**src/rtl/halt_monitor_if.sv**
```systemverilog
// Bundle between the pipelined core and the halt/exit monitor.
// master: core side (drives ID/WB events and resume); slave: the monitor.
interface halt_monitor_if;

    // Core -> monitor
    logic        ebreak_pulse;
    logic        ecall_pulse;
    logic [31:0] id_pc;
    logic        wb_wen;
    logic [4:0]  wb_rd_addr;
    logic [31:0] wb_data;
    logic        retire_valid;
    logic        resume;

    // Monitor -> core / host
    logic        hold_fetch;
    logic        halted;
    logic [1:0]  halt_cause;
    logic [31:0] halt_pc;
    logic [31:0] exit_code;
    logic [63:0] cycle_cnt;
    logic [63:0] instret_cnt;

    modport master (
        output ebreak_pulse,
        output ecall_pulse,
        output id_pc,
        output wb_wen,
        output wb_rd_addr,
        output wb_data,
        output retire_valid,
        output resume,
        input  hold_fetch,
        input  halted,
        input  halt_cause,
        input  halt_pc,
        input  exit_code,
        input  cycle_cnt,
        input  instret_cnt
    );

    modport slave (
        input  ebreak_pulse,
        input  ecall_pulse,
        input  id_pc,
        input  wb_wen,
        input  wb_rd_addr,
        input  wb_data,
        input  retire_valid,
        input  resume,
        output hold_fetch,
        output halted,
        output halt_cause,
        output halt_pc,
        output exit_code,
        output cycle_cnt,
        output instret_cnt
    );

endinterface

```
**src/rtl/halt_monitor.sv**
```systemverilog
// Halt/exit monitor: on EBREAK/ECALL it freezes fetch, lets in-flight older
// instructions drain for DRAIN_CYCLES, then reports cause, halt PC, exit code
// (shadowed x10) and cycle/retired counters until resumed.
// Optional forced-timeout halt is built only when HALT_MONITOR_TIMEOUT_EN is
// defined; without it TIMEOUT_CYCLES is unused and cause 11 never occurs.
module halt_monitor #(
    parameter int unsigned DRAIN_CYCLES   = 3,
    parameter int unsigned TIMEOUT_CYCLES = 50
) (
    input  logic          clk,
    input  logic          rst,
    halt_monitor_if.slave bus
);

    localparam int unsigned DRAIN_W   = (DRAIN_CYCLES > 1) ? $clog2(DRAIN_CYCLES + 1) : 1;
    localparam int unsigned CNT_W     = 64;
    localparam int unsigned XLEN      = 32;
    localparam logic [4:0]  EXIT_REG  = 5'd10;

    localparam logic [1:0]  CAUSE_NONE    = 2'b00;
    localparam logic [1:0]  CAUSE_EBREAK  = 2'b01;
    localparam logic [1:0]  CAUSE_ECALL   = 2'b10;
`ifdef HALT_MONITOR_TIMEOUT_EN
    localparam logic [1:0]  CAUSE_TIMEOUT = 2'b11;
    localparam logic [CNT_W-1:0] TIMEOUT_LAST = CNT_W'(TIMEOUT_CYCLES) - CNT_W'(1);
`endif

    typedef enum logic [1:0] {
        ST_RUN    = 2'd0,
        ST_DRAIN  = 2'd1,
        ST_HALTED = 2'd2
    } state_e;

    // Reject illegal parameterisations at elaboration.
    if (DRAIN_CYCLES < 1 || TIMEOUT_CYCLES < 1) begin : g_param_check
        $error("halt_monitor: DRAIN_CYCLES and TIMEOUT_CYCLES must be >= 1");
    end

    state_e             state_q;
    logic [DRAIN_W-1:0] drain_cnt_q;
    logic               hold_fetch_q;
    logic               halted_q;
    logic [1:0]         halt_cause_q;
    logic [XLEN-1:0]    halt_pc_q;
    logic [XLEN-1:0]    exit_code_q;
    logic [CNT_W-1:0]   cycle_cnt_q;
    logic [CNT_W-1:0]   instret_cnt_q;

    logic               pulse_c;
    logic               counting_c;
    logic               exit_wr_c;

    // Event decode: any halt request, counting window, and x10 write-back.
    assign pulse_c    = bus.ebreak_pulse | bus.ecall_pulse;
    assign counting_c = (state_q != ST_HALTED);
    assign exit_wr_c  = bus.wb_wen && (bus.wb_rd_addr == EXIT_REG);

    // Monitor FSM plus counters and captured halt information.
    always_ff @(posedge clk) begin
        if (rst) begin
            state_q       <= ST_RUN;
            drain_cnt_q   <= '0;
            hold_fetch_q  <= 1'b0;
            halted_q      <= 1'b0;
            halt_cause_q  <= CAUSE_NONE;
            halt_pc_q     <= '0;
            exit_code_q   <= '0;
            cycle_cnt_q   <= '0;
            instret_cnt_q <= '0;
        end else begin
            // Counters and exit-code shadow only move while the core is live
            // (RUN or DRAIN); the halting edge itself is still counted.
            if (counting_c) begin
                cycle_cnt_q <= cycle_cnt_q + CNT_W'(1);
                if (bus.retire_valid) begin
                    instret_cnt_q <= instret_cnt_q + CNT_W'(1);
                end
                if (exit_wr_c) begin
                    exit_code_q <= bus.wb_data;
                end
            end

            unique case (state_q)
                ST_RUN: begin
                    if (pulse_c) begin
                        state_q      <= ST_DRAIN;
                        drain_cnt_q  <= DRAIN_W'(DRAIN_CYCLES);
                        hold_fetch_q <= 1'b1;
                        halt_cause_q <= bus.ebreak_pulse ? CAUSE_EBREAK : CAUSE_ECALL;
                        halt_pc_q    <= bus.id_pc;
                    end
`ifdef HALT_MONITOR_TIMEOUT_EN
                    // Budget exhausted with no pulse: halt at once, nothing to drain.
                    else if (cycle_cnt_q == TIMEOUT_LAST) begin
                        state_q      <= ST_HALTED;
                        halted_q     <= 1'b1;
                        hold_fetch_q <= 1'b1;
                        halt_cause_q <= CAUSE_TIMEOUT;
                        halt_pc_q    <= bus.id_pc;
                    end
`endif
                end

                ST_DRAIN: begin
                    // Further pulses are ignored; wait for older instructions to land.
                    drain_cnt_q <= drain_cnt_q - DRAIN_W'(1);
                    if (drain_cnt_q == DRAIN_W'(1)) begin
                        state_q  <= ST_HALTED;
                        halted_q <= 1'b1;
                    end
                end

                ST_HALTED: begin
                    // halt_pc, exit_code and counters are retained across resume.
                    if (bus.resume) begin
                        state_q      <= ST_RUN;
                        halted_q     <= 1'b0;
                        hold_fetch_q <= 1'b0;
                        halt_cause_q <= CAUSE_NONE;
                    end
                end

                default: begin
                    state_q <= ST_RUN;
                end
            endcase
        end
    end

    // All outputs come straight from registers.
    assign bus.hold_fetch  = hold_fetch_q;
    assign bus.halted      = halted_q;
    assign bus.halt_cause  = halt_cause_q;
    assign bus.halt_pc     = halt_pc_q;
    assign bus.exit_code   = exit_code_q;
    assign bus.cycle_cnt   = cycle_cnt_q;
    assign bus.instret_cnt = instret_cnt_q;

endmodule
```
**src/flat_wrapper.sv**
```systemverilog
// flat-port wrapper written by rule: the top's interface ports become plain ports
module halt_monitor_flat 
#(
    parameter int unsigned DRAIN_CYCLES   = 3,
    parameter int unsigned TIMEOUT_CYCLES = 50
)
  (clk, rst, bus_ebreak_pulse, bus_ecall_pulse, bus_id_pc, bus_wb_wen, bus_wb_rd_addr, bus_wb_data, bus_retire_valid, bus_resume, bus_hold_fetch, bus_halted, bus_halt_cause, bus_halt_pc, bus_exit_code, bus_cycle_cnt, bus_instret_cnt);
  halt_monitor_if bus_i ();
  input  logic clk;
  input  logic rst;
  input wire logic [$bits(bus_i.ebreak_pulse)-1:0] bus_ebreak_pulse;
  input wire logic [$bits(bus_i.ecall_pulse)-1:0] bus_ecall_pulse;
  input wire logic [$bits(bus_i.id_pc)-1:0] bus_id_pc;
  input wire logic [$bits(bus_i.wb_wen)-1:0] bus_wb_wen;
  input wire logic [$bits(bus_i.wb_rd_addr)-1:0] bus_wb_rd_addr;
  input wire logic [$bits(bus_i.wb_data)-1:0] bus_wb_data;
  input wire logic [$bits(bus_i.retire_valid)-1:0] bus_retire_valid;
  input wire logic [$bits(bus_i.resume)-1:0] bus_resume;
  output wire logic [$bits(bus_i.hold_fetch)-1:0] bus_hold_fetch;
  output wire logic [$bits(bus_i.halted)-1:0] bus_halted;
  output wire logic [$bits(bus_i.halt_cause)-1:0] bus_halt_cause;
  output wire logic [$bits(bus_i.halt_pc)-1:0] bus_halt_pc;
  output wire logic [$bits(bus_i.exit_code)-1:0] bus_exit_code;
  output wire logic [$bits(bus_i.cycle_cnt)-1:0] bus_cycle_cnt;
  output wire logic [$bits(bus_i.instret_cnt)-1:0] bus_instret_cnt;
  assign bus_i.ebreak_pulse = bus_ebreak_pulse;
  assign bus_i.ecall_pulse = bus_ecall_pulse;
  assign bus_i.id_pc = bus_id_pc;
  assign bus_i.wb_wen = bus_wb_wen;
  assign bus_i.wb_rd_addr = bus_wb_rd_addr;
  assign bus_i.wb_data = bus_wb_data;
  assign bus_i.retire_valid = bus_retire_valid;
  assign bus_i.resume = bus_resume;
  assign bus_hold_fetch = bus_i.hold_fetch;
  assign bus_halted = bus_i.halted;
  assign bus_halt_cause = bus_i.halt_cause;
  assign bus_halt_pc = bus_i.halt_pc;
  assign bus_exit_code = bus_i.exit_code;
  assign bus_cycle_cnt = bus_i.cycle_cnt;
  assign bus_instret_cnt = bus_i.instret_cnt;
  halt_monitor #(.DRAIN_CYCLES(DRAIN_CYCLES), .TIMEOUT_CYCLES(TIMEOUT_CYCLES)) u_core (.clk(clk), .rst(rst), .bus(bus_i));
endmodule
```
**config.mk**
```make
export PLATFORM = sky130hd
export DESIGN_NAME = halt_monitor_flat
export DESIGN_NICKNAME = d
export VERILOG_FILES = /design/src/rtl/halt_monitor_if.sv /design/src/rtl/halt_monitor.sv /design/src/flat_wrapper.sv
export SDC_FILE = /design/constraint.sdc
export NUM_CORES = 1
export LEC_CHECK = 0
export CORE_MARGIN = 5
export CORE_UTILIZATION = 47
export DETAILED_ROUTE_END_ITERATION = 10
export PLACE_DENSITY_LB_ADDON = 0.3
export SKIP_CTS_REPAIR_TIMING = 1
export SYNTH_ARGS = -nofsm -noshare
export SYNTH_HDL_FRONTEND = slang
export SYNTH_SLANG_ARGS = --single-unit
```
**constraint.sdc**
```tcl
create_clock -name clk -period 2.9 [get_ports clk]
set_clock_uncertainty 0.2 [all_clocks]
set_input_delay 0.29 -clock clk [delete_from_list [all_inputs] [get_ports clk]]
set_output_delay 0.29 -clock clk [all_outputs]
set_load 0.01 [all_outputs]
```
# Yosys cells after proc, flatten, opt, wreduce, memory -nomap -nowiden
# Cells that the tools add are included.
# classes
n_addsub	3
eq_ne	8
bitwise_logic	1
n_mux	14
reduce_logical	12
# ops
operator	n
64-bit by 1-bit adder with 64-bit output (second input constant)	2
2-bit two-way mux	6
3-bit AND reduction	3
2-bit one-hot mux with 2 select lines	2
2-bit AND reduction	4
2-bit one-hot mux with 3 select lines	1
2-bit nonzero test	3
5-bit by 4-bit equality test with 1-bit output (second input constant)	1
2-bit by 1-bit equality test with 1-bit output (second input constant)	2
2-bit by 1-bit != test with 1-bit output (second input constant)	2
2-bit != test (second input constant)	2
1-bit one-hot mux with 2 select lines	2
1-bit two-way mux	3
2-bit equality test (second input constant)	1
2-bit zero test	1
2-bit by 1-bit subtractor with 2-bit output (second input constant)	1
1-bit logical AND	1
1-bit OR	1
# totals
out_inout_bits	196
elab_cells	47
input_bits	76
ff_bits	200

# Logic depth before layout (Yosys ltp)
# logic_depth
word_depth	3
depth_mapped	8
mapped_depth_nobuf	6

# Worst setup path before layout
# OpenSTA, ideal clock, no wires.
# synth_timing
path_type	reg-to-reg
startpoint	register u_core.cycle_cnt_q[0], in the netlist u_core.bus.cycle_cnt[0]
endpoint	register u_core.cycle_cnt_q[60], in the netlist u_core.bus.cycle_cnt[60]
n_path_buf	1
period_less_slack_ns	2.591
setup_time_ns	0.071
arrival_ns	2.320
t_required_ns	2.629
stages_incl_launch_ff	8
setup_slack_ns	0.309
path_cell_list	dfxtp_1 > ha_1 > nand2_1 > or3_1 > or4_1 > buf_2 > or4_1 > a21oi_1
# synth_between
elab_chain_len	1
# synth_rtl
element	line_no	text
start, declared	halt_monitor.sv:46	logic [CNT_W-1:0] cycle_cnt_q;
start signal, assigned	halt_monitor.sv:74	cycle_cnt_q <= cycle_cnt_q + CNT_W'(1);
64-bit by 1-bit adder with 64-bit output	halt_monitor.sv:74	
# No other way between the ends.
# A chain may end at the register's enable or synchronous reset.

# Worst setup path after layout
# layout_timing
startpoint	register u_core.cycle_cnt_q[1], in the netlist u_core.bus.cycle_cnt[1]
endpoint	register u_core.cycle_cnt_q[50], in the netlist u_core.bus.cycle_cnt[50]
# The elaborated chain is that of the path after synthesis.

==> flow_summary.ini <==
[outcome]
outcome = finished, final reports clean

[global_route]
grt_start_max_net_pins = 72
grt_pass1_vias = 8482
antenna_found_initial = 0
track_usage_pct = 23.8
grt-ovfl-total = 0
grt_pass1_wl_mm = 42.5

[floorplan]
initial_core_util_pct = 48.2
num_io_pins = 272
die_w_um = 146
die-area_um2 = 21400
num_rows = 49
coreArea_um2 = 18100
die_h_um = 146

[clock_tree]
cts_tree = done
clock_path_buffers = 2
cts_htree_levels = 4
cts.clk_slew.worst_paths_ns = 0.08
numCtsBuffers = 17
cts.sinks = 200
cts_root_buf = clkbuf_16
clk_latency_ns = 0.44

[logic_synthesis]
synth_flop_cell = dfxtp_1
async_flop_share_pct = 0
ys_ff_latch = 200
syn_inst = 1086
yosys.area.top_type = dfxtp_1
yosysWarnings = 0
synth.cell_area_um2 = 8740
syn_nets = 1165
netlist.area_leader.share_pct = 45.8
synth_seq_area_share_pct = 45.8
avgSynthCellArea_um2 = 8.05
yosys.cell_types.count = 44
synthTopCellsByArea = dfxtp_1 46%, a21oi_1 8.2%, nand2_1 8.1%
synth_edf_count = 0

[sta]
whs_ns = 0.0912
setup_tns_ns = 0
slew_viol_final = 0
hold_violations = 0
finalCritPeriodShare_pct = 96.1
relSlewSlack_pct = 56.5
fmax_mhz = 359
tightest_slew_ns = 0.647
min_period_ns = 2.79
setup_violations = 0
rsz0062_at_grt = no

[final_layout]
final_nets = 1448
final_cell_mix = 270 x clkdlybuf4s50_1, 200 x dfxtp_1, 189 x nand2_1
final_area_um2 = 12500
stdcell_count = 1611
fin_util_pct = 68.8
drive_gt1_share_pct = 7.09
mostFrequentLayoutCell = clkdlybuf4s50_1
n_antenna_cell = 0
areaGrowthSynthToFinish_pct = 42.8

[worst_setup_path]
start_kind = register
cpMostUsedCell = or3_1
crit_family = simple AND/OR/NAND/NOR gates
crit_required_ns = 3.06
crit_fanout = 11
worstPathCellList = ha_1, nand2_1, or3_1, buf_4, or3_1, or4_1, a21oi_1
cpMaxStageDelayCell = or4_1
cp.arrival_ns = 2.95
end_kind = register
crit_buf_inv = 1
crit_type = register to register
cp_slowest_stage_delay_ns = 0.55

[detailed_routing]
dr.pass1.iters = 7
wirelength_mm = 26.5
drc = 0
first_iter_violations = 545
avgRoutedWirePerCell_um = 16.5
antenna_left = 0
viasPerCell = 5.61
vias = 9044

[flow_run]
maxCapViolations = 0

[power]
peakVddDrop_mv = 0.400
leakage_nw = 4.02
cellPowerDensity_nw_per_um2 = 456

[place]
place_congestion = 0.833
hpwl_mm = 19.4
placed_cells = 1579
placed_area_um2 = 11900
numPortBuffers = 271

[worst_hold_path]
hold_class = input pin to register
## cells by family (layout without fill, tap and decap cells)
| group | Yosys count | count (layout) | synth area share [%] |
|---|---|---|---|
| multiplexers | 2 | 2 | 0.258 |
| flip-flops | 200 | 200 | 45.8 |
| AND/OR/NAND/NOR | 525 | 525 | 30.7 |
| buffers and inverters | 82 | 378 | 3.56 |
| XOR/XNOR | 54 | 54 | 5.41 |
| AO/OA/AOI/OAI | 220 | 220 | 13.9 |
| adder cells (fa/ha/maj) | 3 | 3 | 0.429 |
## metrics by stage
stage | total power, mW | setup WS, ns
floorplan | 3.12 | 0.309
global placement | 3.41 | 0.0371
detailed placement | 3.43 | 0.0127
CTS | 5.74 | 0.145
global route | 5.89 | 0.00777
finish | 5.69 | 0.112
## worst register-to-register path, cell delays in order, from the launching register on
cell,delay (ns)
dfxtp_1,0.40
ha_1,0.19
nand2_1,0.09
or3_1,0.40
buf_4,0.19
or3_1,0.52
or4_1,0.56
a21oi_1,0.17
## layout make-up
cell class	count	area (um^2)
repair buffers	319	3100
inverters	27	101
fillers	1491	5660
well taps	229	287
clock buffers	17	425
flip-flops and latches	200	4000
clock inverters	15	139
multi-input cells	804	4430
## cells in the mapped netlist (all sizes together) (2+ instances only)
library cell  number
nand3             50
ha                 3
o21ai             34
xnor2             29
mux2               2
nor3              16
dfxtp            200
buf                5
xor2              25
nor4              26
o31ai             35
inv               27
or4               38
clkbuf            50
o22ai              2
or3               39
nor2              78
nand2            189
and3              10
nor3b              2
and2               3
nand4b             3
nor2b              5
a31o               3
or2                6
nand4             42
and4              12
a21oi            143
## state kept, by name (all words and copies together), names as in the netlist
signal / flops
u_core.bus.cycle_cnt: 64
u_core.bus.exit_code: 32
u_core.bus.halt_cause: 2
u_core.bus.halt_pc: 32
u_core.bus.halted: 1
u_core.bus.hold_fetch: 1
u_core.bus.instret_cnt: 64
u_core.drain_cnt_q: 2
u_core.state_q: 2
## per-layer routing
layer	up-vias	global-route usage (%)	share of wire [%]
met2	307	40.3	48
met4	0	8.23	2.0
met5	-	0	0
met3	34	8.09	8.9
met1	4254	28.3	41
li1	4449	-	-
## power by group
part	switching (mW)	internal, mW
clock	1.13	1.20
sequential	0.0411	2.81
combinational	0.246	0.265
total	1.42	4.28
## path summary, 6_finish.rpt
check             cells past startpoint  slack (ns)                    start                       end
hold reg to reg                       2        0.25   u_core.bus.halt_pc[12]    u_core.bus.halt_pc[12]
hold / removal                        2        0.09                      rst  u_core.bus.halt_cause[0]
setup reg to reg                      7        0.11  u_core.bus.cycle_cnt[1]  u_core.bus.cycle_cnt[50]
setup / recovery                      7        0.11  u_core.bus.cycle_cnt[1]  u_core.bus.cycle_cnt[50]
Note: power is estimated with default switching activity, not from simulation.
